$ cat src/rtl/fetch_unit.sv
// LEGv8 instruction-fetch stage: owns the PC, requests instruction memory and fills IF/ID.
// A one-entry hold buffer keeps a returned instruction alive across hazard stalls.
module fetch_unit #(
  parameter int          N        = 64,
  parameter logic [N-1:0] RESET_PC = '0
) (
  input  logic         clk,
  input  logic         reset,
  input  logic         branchValid,
  input  logic         uncondBranch,
  input  logic         condBranch,
  input  logic [N-1:0] branchTarget,
  input  logic         stall,
  input  logic         imem_ready,
  input  logic [31:0]  imem_rdata,
  output logic         imem_req,
  output logic [N-1:0] imem_addr,
  output logic [N-1:0] IF_ID_pc,
  output logic [31:0]  IF_ID_instr,
  output logic         IF_ID_valid,
  output logic         flush
);

  typedef enum logic {FETCH, HOLD} state_t;

  state_t       state;
  state_t       state_next;
  logic [N-1:0] pc;
  logic [N-1:0] buf_pc;
  logic [31:0]  buf_instr;
  logic         taken;
  logic         unused_target_lsbs;

  assign taken              = branchValid & (uncondBranch | condBranch);
  assign unused_target_lsbs = ^branchTarget[1:0];

  always_ff @(posedge clk or negedge reset) begin
    if (!reset) state <= FETCH;
    else        state <= state_next;
  end

  always_comb begin
    state_next = state;
    if (taken) begin
      state_next = FETCH;
    end else begin
      case (state)
        FETCH:   if (imem_ready && stall) state_next = HOLD;
        HOLD:    if (!stall)              state_next = FETCH;
        default: state_next = FETCH;
      endcase
    end
  end

  // imem_req is gated by reset so an in-flight request is abandoned immediately
  always_comb begin
    flush     = taken;
    imem_addr = pc;
    imem_req  = reset && (state == FETCH);
  end

  // A redirect overrides stall and drops any data returned in the same cycle;
  // the stale buffer contents are simply ignored once the state returns to FETCH.
  always_ff @(posedge clk or negedge reset) begin
    if (!reset) begin
      pc          <= RESET_PC;
      buf_pc      <= '0;
      buf_instr   <= '0;
      IF_ID_pc    <= '0;
      IF_ID_instr <= '0;
      IF_ID_valid <= 1'b0;
    end else if (taken) begin
      pc          <= {branchTarget[N-1:2], 2'b00};
      IF_ID_valid <= 1'b0;
    end else begin
      case (state)
        FETCH: begin
          if (imem_ready) begin
            pc <= pc + N'(4);
            if (stall) begin
              buf_pc    <= pc;
              buf_instr <= imem_rdata;
            end else begin
              IF_ID_pc    <= pc;
              IF_ID_instr <= imem_rdata;
              IF_ID_valid <= 1'b1;
            end
          end else if (!stall) begin
            IF_ID_valid <= 1'b0;
          end
        end
        HOLD: begin
          if (!stall) begin
            IF_ID_pc    <= buf_pc;
            IF_ID_instr <= buf_instr;
            IF_ID_valid <= 1'b1;
          end
        end
        default: ;
      endcase
    end
  end

endmodule

$ cat config.mk
export PLATFORM = sky130hd
export DESIGN_NAME = fetch_unit
export DESIGN_NICKNAME = d
export VERILOG_FILES = /design/src/rtl/fetch_unit.sv
export SDC_FILE = /design/constraint.sdc
export NUM_CORES = 1
export LEC_CHECK = 0
export BUFFER_PORTS_ARGS = -buffer_cell sky130_fd_sc_hd__buf_2
export CAP_MARGIN = 5
export CORE_MARGIN = 4
export CORE_UTILIZATION = 35
export DETAILED_ROUTE_END_ITERATION = 16
export PLACE_DENSITY_LB_ADDON = 0.1
export SLEW_MARGIN = 10
export SYNTH_ARGS = -nofsm -noshare
export SYNTH_HDL_FRONTEND = slang
export SYNTH_SLANG_ARGS = --single-unit
export TNS_END_PERCENT = 10
$ cat constraint.sdc
create_clock -name clk -period 5.6 [get_ports clk]
set_input_delay 0.28 -clock clk [delete_from_list [all_inputs] [get_ports clk]]
set_output_delay 0.28 -clock clk [all_outputs]
set_load 0.005 [all_outputs]
==> impl_metrics.py <==
metrics = {
    "worst_setup_path": {
        "critPathMaxFanout": 47,
        "rr_worst_depth": 5,
        "crit_type": "flop to flop",
        "r2r_slack_ps": 2320,
        "worstSetupStartpoint": "state$_DFF_PN0_",
        "endpoint": "imem_addr[60]$_DFFE_PN0P_",
        "cp.arrival_ps": 3740,
        "r2r-start": "state$_DFF_PN0_",
        "r2r_end": "imem_addr[60]$_DFFE_PN0P_",
        "critPathLaunchType": "flop",
        "crit_required_ps": 6060,
        "crit_path_end_kind": "flop",
    },
    "floorplanning": {
        "num_rows": 65,
        "io_pins": 266,
        "core_um2": 31900,
        "die_h_um": 189,
        "dieArea_um2": 35700,
        "start_util_pct": 35.9,
        "die_w_um": 189,
    },
    "clock_network": {
        "cts_tree": "done",
        "path_clk_slew_ps": 60,
        "cts.sinks": 252,
        "htree_num_levels": 1,
        "cts_buffers": 30,
        "clock_latency_ps": 550,
        "post_cts_buffers": 0,
        "cts-root-buf": "clkbuf_16",
        "cts.path.max_buffers": 3,
    },
    "routing": {
        "via_count": 9071,
        "viasPerCell": 4.94,
        "route.detailed.drc": 0,
        "dr.first_iter.drc_count": 402,
        "drtPass1Iterations": 6,
        "routedWlPerCell_um": 17.5,
        "wl_mm": 32.1,
        "final_antenna_net_count": 0,
    },
    "synth": {
        "syn_inst": 1049,
        "synthesis.area_um2": 11400,
        "synth_top_family_by_area": "multiplexers",
        "synth_area_leader_cell": "dfrtp_1",
        "synth_fa_ha_area_share_pct": 0.109,
        "yosysWarnings": 0,
        "yosys.area_share.simple_pct": 13.4,
        "synth_compound_area_share_pct": 8.36,
        "synth-seq-cells": 252,
        "ys_seq_area_share_pct": 55.1,
        "synth_mux_area_share_pct": 17.3,
        "ys_types": 41,
        "synth_area_leaders": "dfrtp_1 (55%), mux2_2 (8.9%), mux2i_1 (8.3%)",
        "synthXorXnorAreaFrac_pct": 3.14,
        "synth_top_area_share_pct": 55.1,
        "syn_avg_cell_area_um2": 10.9,
    },
    "sta": {
        "maxSlewHeadroom_pct": 30.4,
        "worstMarginPinSlew_ps": 1040,
        "skew_ps": 16.3,
        "period_minus_slack_ps": 3280,
        "maxSlewViolCount": 0,
        "fmax_mhz": 305,
        "tns_ps": 0,
        "finalHoldViolations": 0,
        "rsz0062_at_grt": "false",
        "min_period_over_period_pct": 58.5,
        "setup_violations": 0,
    },
    "global_route": {
        "grt_antenna_before_repair": 3,
        "grt_usage_pct": 17.7,
        "grt_pass1_vias": 9386,
        "grt_max_degree": 91,
        "overflow": 0,
        "grt_pass1_wl_mm": 52.0,
    },
    "placed_design": {
        "placed_area_um2": 13100,
        "hpwl_mm": 21.3,
        "routabilityCongestion": 0.769,
        "portBuffers": 259,
        "place_inst": 1687,
    },
    "final_layout": {
        "fin_cells": 1838,
        "syn2layout_area_growth_pct": 32.1,
        "fin_util_pct": 47.5,
        "fin_nets": 1482,
        "drive_gt1_share_pct": 30.7,
        "final_area_um2": 15100,
    },
    "flow_run": {
        "maxCapViolations": 0,
    },
    "power": {
        "ir_drop_v": 0.000247,
        "power.leakage_uw": 0.00648,
        "p_clk_share_pct": 36.8,
        "p_sw_share_pct": 27.5,
        "power.internal_uw": 3980,
        "combPwrFrac_pct": 17.9,
        "seq_power_share_pct": 45.3,
        "power_density_nw_per_um2": 363,
        "p_sw_uw": 1510,
    },
    "worst_hold_path": {
        "hold_path.class": "primary input to flop",
    },
    "outcome": {
        "outcome": "complete, no violations",
    },
}
==> cells in the mapped netlist (all sizes together) <==
master	count
o31ai	7
and3	13
buf	11
nor3	10
nand4	30
o211ai	2
nor4	9
mux2	91
ha	1
and2	4
conb	1
a31o	1
or4	10
nand3b	1
a21oi	94
or2	2
a31oi	20
nand3	21
dfrtp	252
nor2	122
mux2i	95
and4	5
inv	4
xnor2	20
or3	17
nand4b	1
nor2b	2
clkbuf	60
xor2	21
o21ai	57
nand2	65
==> metal layers <==
layer  vias up  share of wire [%]  track usage [%]
met1      4391                 48             25.0
met2       232                 45             28.2
met4         2                2.3             4.60
met3        52                5.0             3.50
li1       4394                  -                -
met5         -              0.034                0
==> per-stage QoR <==
step,power [µW],setup WS (ps),hold WS [ps]
6_report,5490,2320,35.0
5_1_grt,5810,2080,32.4
4_1_cts,5570,2270,6.46
3_5_place_dp,3460,2290,330
3_3_place_gp,3440,2320,343
2_1_floorplan,2990,3300,-15.6
==> power by group through the flow <==
stage	Sequential [µW]	Clock [µW]	Combinational, µW
2_1_floorplan	2460	0	530
3_3_place_gp	2510	0	931
3_5_place_dp	2520	0	945
4_1_cts	2490	2080	1000
5_1_grt	2550	2160	1110
6_report	2480	2020	980
==> area by class of cell <==
cell class / count / area, µm²
multi-input combinational: 725 / 4880
antenna: 3 / 7.51
sequential: 252 / 6310
clock buffer: 43 / 901
fill: 3073 / 16800
inverter: 4 / 15.0
timing repair buffer: 365 / 2340
tap: 435 / 544
clock inverter: 11 / 133
==> how the worst min path moves through the flow <==
stage | from | end | slack, ps | cells after the start
detailed placement | reset | IF_ID_instr[10]$_DFFE_PN0P_ | 330 | 1
global placement | reset | IF_ID_pc[8]$_DFFE_PN0P_ | 340 | 1
CTS | imem_ready | state$_DFF_PN0_ | 6 | 3
global route | branchTarget[52] | imem_addr[52]$_DFFE_PN0P_ | 30 | 3
floorplan | reset | IF_ID_instr[0]$_DFFE_PN0P_ | -20 | 0
finish | branchTarget[52] | imem_addr[52]$_DFFE_PN0P_ | 40 | 3
==> cell families after synthesis <==
| kind of cell | Yosys count |
|---|---|
| compound gates | 181 |
| other cells | 1 |
| simple gates | 312 |
| buf+inv | 75 |
| mux | 186 |
| xor+xnor | 41 |
| flops | 252 |
| fa+ha+maj | 1 |
==> worst max-delay path, stage by stage, from the launching register on <==
cell and delay, ps:
dfrtp_4 790, nand3b_1 490, nor4_4 730, nand4_1 480
or4_1 530, a31oi_1 160
==> repair_timing <==
item                                   in CTS  in global routing
endpoints found under the hold margin     174                  0
hold buffers                               94                  0
gates resized for setup                     0                  0
==> sequential cells by signal (all words and copies together) (netlist names) <==
name / flops
buf_instr: 32
state: 1
IF_ID_instr: 32
buf_pc: 62
IF_ID_pc: 62
IF_ID_valid: 1
imem_addr: 62
==> layout by cell type, fill, tap and decap left out, drive strengths merged, types with 5 or more instances in the layout <==
cell	count
o21ai	57
or3	17
clkbuf	43
dfrtp	252
mux2	91
clkinv	7
and4	5
buf	271
xnor2	20
o31ai	7
nor3	10
xor2	21
mux2i	95
and3	13
a21oi	94
a31oi	20
nand2	65
nand3	21
or4	10
nor4	9
nand4	30
nor2	122
dlygate4sd3	94
Power figures use the tool's default switching activity.
